File: src/rtl/rv32v_hazard_pkg.sv
// Shared types and default stage indices for the RV32V hazard controller.
package rv32v_hazard_pkg;

   typedef enum logic [1:0] {
      IDLE   = 2'd0,
      ACTIVE = 2'd1,
      FULL   = 2'd2,
      ABORT  = 2'd3
   } hzd_state_t;

   localparam int DEC_STAGE_DEF = 2;
   localparam int CSR_STAGE_DEF = 4;

endpackage

File: src/rtl/rv32v_hazard_ctrl_if.sv
// Pipeline <-> hazard controller bundle; the pipeline is the master, the controller the slave.
interface rv32v_hazard_ctrl_if #(
   parameter int NUM_STAGES = 5,
   parameter int VQ_DEPTH   = 4
);
   localparam int CNT_W = $clog2(VQ_DEPTH + 1);

   logic [NUM_STAGES-1:0] busy;
   logic [NUM_STAGES-1:0] exception;
   logic                  csr_update;
   logic                  v_start;
   logic                  v_done;
   logic [NUM_STAGES-1:0] stall;
   logic [NUM_STAGES-1:0] flush;
   logic                  v_busy;
   logic                  v_decode_done;
   logic                  v_kill;
   logic [CNT_W-1:0]      v_count;
   logic                  v_underflow;
   logic                  wdt_timeout;

   modport master (
      output busy, exception, csr_update, v_start, v_done,
      input  stall, flush, v_busy, v_decode_done, v_kill, v_count, v_underflow, wdt_timeout
   );

   modport slave (
      input  busy, exception, csr_update, v_start, v_done,
      output stall, flush, v_busy, v_decode_done, v_kill, v_count, v_underflow, wdt_timeout
   );

endinterface

File: src/rtl/rv32v_vq_credit.sv
// Vector-op credit window: accept logic, outstanding counter, underflow flag and window FSM.
// Optional watchdog built when RV32V_HAZARD_WATCHDOG_EN is defined.
module rv32v_vq_credit
   import rv32v_hazard_pkg::*;
#(
   parameter  int VQ_DEPTH  = 4,
   parameter  int WDT_LIMIT = 1024,
   localparam int CNT_W     = $clog2(VQ_DEPTH + 1)
) (
   input  logic             clk,
   input  logic             rst,
   input  logic             v_start,
   input  logic             v_done,
   input  logic             dec_blocked,
   input  logic             exc_any,
   output hzd_state_t       state,
   output logic [CNT_W-1:0] v_count,
   output logic             v_busy,
   output logic             acc,
   output logic             v_kill,
   output logic             v_underflow,
   output logic             wdt_timeout
);

   localparam logic [CNT_W-1:0] CNT_MAX = CNT_W'(VQ_DEPTH);
   localparam logic [CNT_W-1:0] CNT_ONE = CNT_W'(1);

   if (VQ_DEPTH < 1 || VQ_DEPTH > 15 || WDT_LIMIT < 1) begin : g_bad_param
      $error("rv32v_vq_credit: VQ_DEPTH must be 1..15 and WDT_LIMIT >= 1");
   end

   hzd_state_t       state_nxt;
   logic [CNT_W-1:0] count_nxt;
   logic             uf_set;
   logic             wdt_hit;

   assign v_busy = (v_count == CNT_MAX) || (state == FULL);
   assign v_kill = (state == ABORT);
   assign acc    = v_start && !dec_blocked && (state != ABORT) && (v_count < CNT_MAX);

   // A v_done that meets an accept in the same cycle cancels it; neither moves the count.
   always_comb begin
      // NOTE: every combinational output gets a default first so no path leaves it unassigned (no latch).
      count_nxt = v_count;
      uf_set    = 1'b0;
      if (state == ABORT) begin
         count_nxt = '0;
      end else if (acc && !v_done) begin
         count_nxt = v_count + CNT_ONE;
      end else if (v_done && !acc) begin
         if (v_count != '0) count_nxt = v_count - CNT_ONE;
         else               uf_set    = 1'b1;
      end
   end

   always_comb begin
      state_nxt = state;
      if (state == ABORT) begin
         state_nxt = IDLE;
      end else if ((exc_any && (v_count != '0 || acc)) || wdt_hit) begin
         state_nxt = ABORT;
      end else begin
         case (state)
            IDLE:    if (count_nxt != '0) state_nxt = ACTIVE;
            ACTIVE:  if (count_nxt == CNT_MAX) state_nxt = FULL;
                     else if (count_nxt == '0) state_nxt = IDLE;
            FULL:    if (v_done && !acc) state_nxt = ACTIVE;
            default: state_nxt = IDLE;
         endcase
      end
   end

   always_ff @(posedge clk or posedge rst) begin
      // NOTE: sequential state uses non-blocking assignments so all registers update from pre-edge values.
      if (rst) begin
         state       <= IDLE;
         v_count     <= '0;
         v_underflow <= 1'b0;
      end else begin
         state   <= state_nxt;
         v_count <= count_nxt;
         if (uf_set) v_underflow <= 1'b1;
      end
   end

`ifdef RV32V_HAZARD_WATCHDOG_EN
   localparam int               WDT_W    = $clog2(WDT_LIMIT + 1);
   localparam logic [WDT_W-1:0] WDT_LAST = WDT_W'(WDT_LIMIT - 1);
   localparam logic [WDT_W-1:0] WDT_ONE  = WDT_W'(1);

   logic [WDT_W-1:0] wdt_cnt;
   logic             running;

   assign running = (state == ACTIVE) || (state == FULL);
   assign wdt_hit = running && !v_done && (wdt_cnt == WDT_LAST);

   always_ff @(posedge clk or posedge rst) begin
      if (rst) begin
         wdt_cnt     <= '0;
         wdt_timeout <= 1'b0;
      end else begin
         if (!running || v_done || wdt_hit) wdt_cnt <= '0;
         else                               wdt_cnt <= wdt_cnt + WDT_ONE;
         if (wdt_hit) wdt_timeout <= 1'b1;
      end
   end
`else
   assign wdt_hit     = 1'b0;
   assign wdt_timeout = 1'b0;
`endif

endmodule

File: src/rtl/rv32v_hazard_ctrl.sv
// Parametrised stall/flush controller for the vector RV32 pipeline (stage 0 = oldest fetch).
// Optional watchdog: define RV32V_HAZARD_WATCHDOG_EN.
module rv32v_hazard_ctrl
   import rv32v_hazard_pkg::*;
#(
   parameter int NUM_STAGES = 5,
   parameter int DEC_STAGE  = DEC_STAGE_DEF,
   parameter int CSR_STAGE  = CSR_STAGE_DEF,
   parameter int VQ_DEPTH   = 4,
   parameter int WDT_LIMIT  = 1024
) (
   input logic                CLK,
   input logic                RST,
   rv32v_hazard_ctrl_if.slave hz
);

   if (NUM_STAGES < 3 || DEC_STAGE >= CSR_STAGE || CSR_STAGE >= NUM_STAGES) begin : g_bad_param
      $error("rv32v_hazard_ctrl: need NUM_STAGES >= 3 and DEC_STAGE < CSR_STAGE < NUM_STAGES");
   end

   hzd_state_t            state;
   logic                  v_busy;
   logic [NUM_STAGES-1:0] stall_raw;
   logic [NUM_STAGES-1:0] flush_all;
   logic                  dec_blocked;

   // Both masks are suffix ORs: a stage holds for any busy stage ahead of it and
   // squashes when it or anything ahead of it faults.
   always_comb begin
      logic busy_ahead;
      logic exc_ahead;
      busy_ahead = 1'b0;
      exc_ahead  = 1'b0;
      stall_raw  = '0;
      flush_all  = '0;
      for (int i = NUM_STAGES - 1; i >= 0; i--) begin
         stall_raw[i] = busy_ahead;
         busy_ahead   = busy_ahead | hz.busy[i];
         exc_ahead    = exc_ahead | hz.exception[i];
         flush_all[i] = exc_ahead | (hz.csr_update && (i < CSR_STAGE));
      end
      if (v_busy || state == ABORT) begin
         for (int i = 0; i <= DEC_STAGE; i++) stall_raw[i] = 1'b1;
      end
   end

   // Outputs read zero throughout reset, including the purely combinational ones.
   assign hz.stall     = RST ? '0 : (stall_raw & ~flush_all);
   assign hz.flush     = RST ? '0 : flush_all;
   assign hz.v_busy    = v_busy;
   assign dec_blocked  = RST | stall_raw[DEC_STAGE] | flush_all[DEC_STAGE];

   rv32v_vq_credit #(
      .VQ_DEPTH  (VQ_DEPTH),
      .WDT_LIMIT (WDT_LIMIT)
   ) u_vq_credit (
      .clk         (CLK),
      .rst         (RST),
      .v_start     (hz.v_start),
      .v_done      (hz.v_done),
      .dec_blocked (dec_blocked),
      .exc_any     (|hz.exception),
      .state       (state),
      .v_count     (hz.v_count),
      .v_busy      (v_busy),
      .acc         (hz.v_decode_done),
      .v_kill      (hz.v_kill),
      .v_underflow (hz.v_underflow),
      .wdt_timeout (hz.wdt_timeout)
   );

endmodule

File: src/flat_wrapper.sv
// flat-port wrapper written by rule: the top's interface ports become plain ports
module rv32v_hazard_ctrl_flat import rv32v_hazard_pkg::*;
#(
   parameter int NUM_STAGES = 5,
   parameter int DEC_STAGE  = DEC_STAGE_DEF,
   parameter int CSR_STAGE  = CSR_STAGE_DEF,
   parameter int VQ_DEPTH   = 4,
   parameter int WDT_LIMIT  = 1024
)
  (CLK, RST, hz_busy, hz_exception, hz_csr_update, hz_v_start, hz_v_done, hz_stall, hz_flush, hz_v_busy, hz_v_decode_done, hz_v_kill, hz_v_count, hz_v_underflow, hz_wdt_timeout);
  rv32v_hazard_ctrl_if #(.NUM_STAGES(NUM_STAGES), .VQ_DEPTH(VQ_DEPTH)) hz_i ();
  input logic CLK;
  input logic RST;
  input wire logic [$bits(hz_i.busy)-1:0] hz_busy;
  input wire logic [$bits(hz_i.exception)-1:0] hz_exception;
  input wire logic [$bits(hz_i.csr_update)-1:0] hz_csr_update;
  input wire logic [$bits(hz_i.v_start)-1:0] hz_v_start;
  input wire logic [$bits(hz_i.v_done)-1:0] hz_v_done;
  output wire logic [$bits(hz_i.stall)-1:0] hz_stall;
  output wire logic [$bits(hz_i.flush)-1:0] hz_flush;
  output wire logic [$bits(hz_i.v_busy)-1:0] hz_v_busy;
  output wire logic [$bits(hz_i.v_decode_done)-1:0] hz_v_decode_done;
  output wire logic [$bits(hz_i.v_kill)-1:0] hz_v_kill;
  output wire logic [$bits(hz_i.v_count)-1:0] hz_v_count;
  output wire logic [$bits(hz_i.v_underflow)-1:0] hz_v_underflow;
  output wire logic [$bits(hz_i.wdt_timeout)-1:0] hz_wdt_timeout;
  assign hz_i.busy = hz_busy;
  assign hz_i.exception = hz_exception;
  assign hz_i.csr_update = hz_csr_update;
  assign hz_i.v_start = hz_v_start;
  assign hz_i.v_done = hz_v_done;
  assign hz_stall = hz_i.stall;
  assign hz_flush = hz_i.flush;
  assign hz_v_busy = hz_i.v_busy;
  assign hz_v_decode_done = hz_i.v_decode_done;
  assign hz_v_kill = hz_i.v_kill;
  assign hz_v_count = hz_i.v_count;
  assign hz_v_underflow = hz_i.v_underflow;
  assign hz_wdt_timeout = hz_i.wdt_timeout;
  rv32v_hazard_ctrl #(.NUM_STAGES(NUM_STAGES), .DEC_STAGE(DEC_STAGE), .CSR_STAGE(CSR_STAGE), .VQ_DEPTH(VQ_DEPTH), .WDT_LIMIT(WDT_LIMIT)) u_core (.CLK(CLK), .RST(RST), .hz(hz_i));
endmodule
File: config.mk
export PLATFORM = sky130hd
export DESIGN_NAME = rv32v_hazard_ctrl_flat
export DESIGN_NICKNAME = d
export VERILOG_FILES = /design/src/rtl/rv32v_hazard_pkg.sv /design/src/rtl/rv32v_hazard_ctrl_if.sv /design/src/rtl/rv32v_vq_credit.sv /design/src/rtl/rv32v_hazard_ctrl.sv /design/src/flat_wrapper.sv
export SDC_FILE = /design/constraint.sdc
export NUM_CORES = 1
export LEC_CHECK = 0
export ABC_AREA = 1
export BUFFER_PORTS_ARGS = -buffer_cell sky130_fd_sc_hd__buf_4
export CAP_MARGIN = 20
export CELL_PAD_IN_SITES_DETAIL_PLACEMENT = 0
export CELL_PAD_IN_SITES_GLOBAL_PLACEMENT = 2
export CORE_UTILIZATION = 21
export CTS_BUF_LIST = sky130_fd_sc_hd__clkbuf_16
export DETAILED_ROUTE_END_ITERATION = 10
export HOLD_SLACK_MARGIN = 0.08
export PLACE_DENSITY = 0.82
export SLEW_MARGIN = 25
export SYNTH_ARGS = -nofsm -noshare
export SYNTH_HDL_FRONTEND = slang
export SYNTH_SLANG_ARGS = --single-unit
File: constraint.sdc
create_clock -name CLK -period 1.8 [get_ports CLK]
set_input_delay 0.36 -clock CLK [delete_from_list [all_inputs] [get_ports CLK]]
set_output_delay 0.36 -clock CLK [all_outputs]
set_load 0.02 [all_outputs]
==> summary.txt <==
Worst-path clk slew = 30 ps
num rows = 21
synth cell count leaders = nand2_1 (27), inv_1 (23), nor2_1 (13)
Leak = 0.706 nW
first-pass GRT wire length = 3570 um
final setup fails = 2
Hold Crit Class = input port to asynchronous set/reset pin
unrepaired setup endpoints after global routing = true
CTS Hold Buffers Added = 0
CTS root buffer = clkbuf_16
#FFs+latches synth = 6
TritonCTS clock tree = built
type of origin of the critical path = register
internal power = 1.04 mW
IO Pins = 33
Post-synth EDFFs = 0
post-route ant nets = 0
largest net degree at the start of global routing = 10
Cell Count, Final, Fillers Out = 215
Yosys top cell area share = 19.7%
drt drc = 0
Routed WL = 2140 um
critical path data required time = 1440 ps
Total GRT Usage = 11.6%
warning count from the yosys run = 0
clock latency on the worst-skew pair = 230 ps
Fmax = 547 MHz
Inst Count DP = 210
Mapped Area = 762 sq um
crit-path leading delay family = flip-flops
sequential fraction of the synthesis area = 19.7%
reg2reg start = u_core.u_vq_credit.v_count[1]
WP buf/inv = 3
fin nets = 188
Ant. Diodes = 0
vias in the first global route = 823
P per Cell Area = 1430 nW/um^2
max-cap violations = 0
initial antenna violation count = 0
dpl hpwl = 1790 um
Initial Utilization = 22.3%
Clock Power Share = 19.9%
design area = 1290 sq um
status = finished, violations left
Area growth syn-to-layout = 69.5%
crit path DAT = 1470 ps
share of cells above drive strength 1 = 48.5%
Synth area leaders = dfrtp_1 (20%), nand2_1 (13%), inv_1 (11%)
peak supply drop = 0.000909 V
Crit Path Category = register to output port
cell accounting for the most synthesized area = dfrtp_1
Hold Slack = 164 ps
DR iter-0 viols = 33
ys async rst share = 100%
via count = 886
routability congestion estimate = 0.807
Pwr Total = 1.84 mW
Die Wd = 62.2 um
Finished Core Util = 37.8%
CP Capture Type = output port
Yosys cell types = 26
Comb pwr share = 66.4%
Post-DP Area = 1140 sq um
skew final = 0.476 ps
Final period util = 102%
cell count after synthesis = 121
Die H = 62.2 um
grt total ovfl = 0
die area = 3870 sq um
dominant synthesized flop cell = dfrtp_1
crit path cell chain = inv_2 -> ha_4 -> nand2_4 -> nand3_4 -> buf_6 -> o31ai_2 -> nor2_1 -> buf_4
Pre-antenna DRT Iters = 4
core area = 3420 sq um
I/O Buffers = 29
worst setup margin = -27.0 ps
Net Sw Frac = 43.4%
CTS Buffer Depth = 2
Vias/cell = 4.12
Hold Fails Final Rpt = 0
H-Tree Level Count = 1
wire per inst = 9.95 um
crit-path max cell delay = 350 ps
Seq pwr share = 13.7%
most frequent cell after synthesis = nand2_1
switching power total = 800 uW
R2R Setup Slk = 20 ps
crit path time final = 1830 ps
R2R depth = 16
reg2reg end = u_core.u_vq_credit.state[0]
syn_area_per_cell = 6.30 sq um
clock sinks = 6
critical path's slowest cell = dfrtp_2
failing checks = setup timing
max-slew violation count = 0
CP Max Fanout = 3
cts bufs inserted = 3
==> flip-flops by register name, indices dropped and copies added (netlist names) <==
signal	cells
u_core.u_vq_credit.state	2
u_core.u_vq_credit.v_count	3
u_core.u_vq_credit.v_underflow	1
==> final cells by class <==
cell class,count,area [sq um]
inverters,26,103
repair buffers,46,353
fillers,370,2120
multi-input cells,87,547
well taps,46,57.6
clock buffers,3,75.1
flip-flops and latches,6,153
clock inverters,1,3.75
==> what timing repair did <==
| item | in CTS | in global routing |
|---|---|---|
| buffers inserted | 1 | 0 |
| pin swaps | 4 | 7 |
| setup endpoints to repair | 6 | 6 |
| gates resized for setup | 13 | 6 |
==> worst max path at each step <==
stage                                       start                          end  slack, ps  cells after the start
global placement    u_core.u_vq_credit.v_count[0]  u_core.u_vq_credit.state[0]        -60                     16
floorplan           u_core.u_vq_credit.v_count[0]                  hz_stall[2]        -20                      6
detailed placement  u_core.u_vq_credit.v_count[0]  u_core.u_vq_credit.state[0]        -70                     16
CTS                 u_core.u_vq_credit.v_count[1]                  hz_stall[0]        -30                      8
global route        u_core.u_vq_credit.v_count[1]  u_core.u_vq_credit.state[0]       -160                     16
finish              u_core.u_vq_credit.v_count[1]                  hz_stall[0]        -30                      8
==> per-layer routing <==
layer	wire (um)	vias up	global-route usage [%]
met5	0	-	0
met4	0	0	2.62
met3	163	0	3.68
met2	991	38	19.5
met1	985	382	14.4
li1	-	466	-
==> worst reg2reg max path, cell delays in order, from the launching register on <==
cell and delay (ps):
dfrtp_2 350, inv_2 50, ha_4 160, nand2_4 90, nand2_4 50, nor2_4 150
nand3_2 130, nand2_2 100, nand2_1 50, nand2_1 50, nand2_1 60, nand2_2 90
nand3_1 100, nand3_2 80, nand2_1 50, nand2_1 50, nand2_1 50
==> cell usage in the layout, fill, tap and decap left out <==
master and count:
nor2_1 12, o21ai_1 3, buf_4 44, nand3b_1 1, ha_1 2, nand2_2 7
nor2_2 4, o21ai_0 3, nand3_2 5, nand4_1 3, inv_1 21, clkbuf_16 3
conb_1 2, clkinv_4 1, nand3_1 7, nor2_8 1, nor2_4 1, nor3_1 2
a21oi_1 1, nor3_2 1, o31ai_2 1, nand2_4 3, o31ai_1 1, o21ai_4 1
nand3_4 1, dfrtp_2 2, nand2_1 24, buf_6 2, ha_4 1, dfrtp_1 4
inv_2 4, clkinv_1 1
==> through the flow <==
| stage | setup slack (ps) | setup TNS, ps |
|---|---|---|
| 5_1_grt | -155 | -539 |
| 3_5_place_dp | -67.0 | -67.0 |
| 4_1_cts | -32.9 | -61.2 |
| 2_1_floorplan | -24.8 | -44.7 |
| 3_3_place_gp | -64.9 | -81.6 |
| 6_report | -27.0 | -36.2 |
==> power groups by stage <==
| stage | sequential [mW] | combinational [mW] | clock, mW |
|---|---|---|---|
| 4_1_cts | 0.254 | 1.21 | 0.373 |
| 5_1_grt | 0.261 | 1.36 | 0.379 |
| 2_1_floorplan | 0.293 | 0.603 | 0 |
| 3_5_place_dp | 0.247 | 1.12 | 0 |
| 6_report | 0.253 | 1.22 | 0.368 |
| 3_3_place_gp | 0.248 | 1.10 | 0 |
==> cells by family after synthesis <==
logic type               Yosys count  synth area share (%)
AND/OR/NAND/NOR                   72                  49.3
buffers and inverters             29                  16.9
AO/OA/AOI/OAI                     10                  8.70
flip-flops                         6                  19.7
adder cells (fa/ha/maj)            3                  4.93
other                              1                 0.492
(Power assumes the default switching activity.)
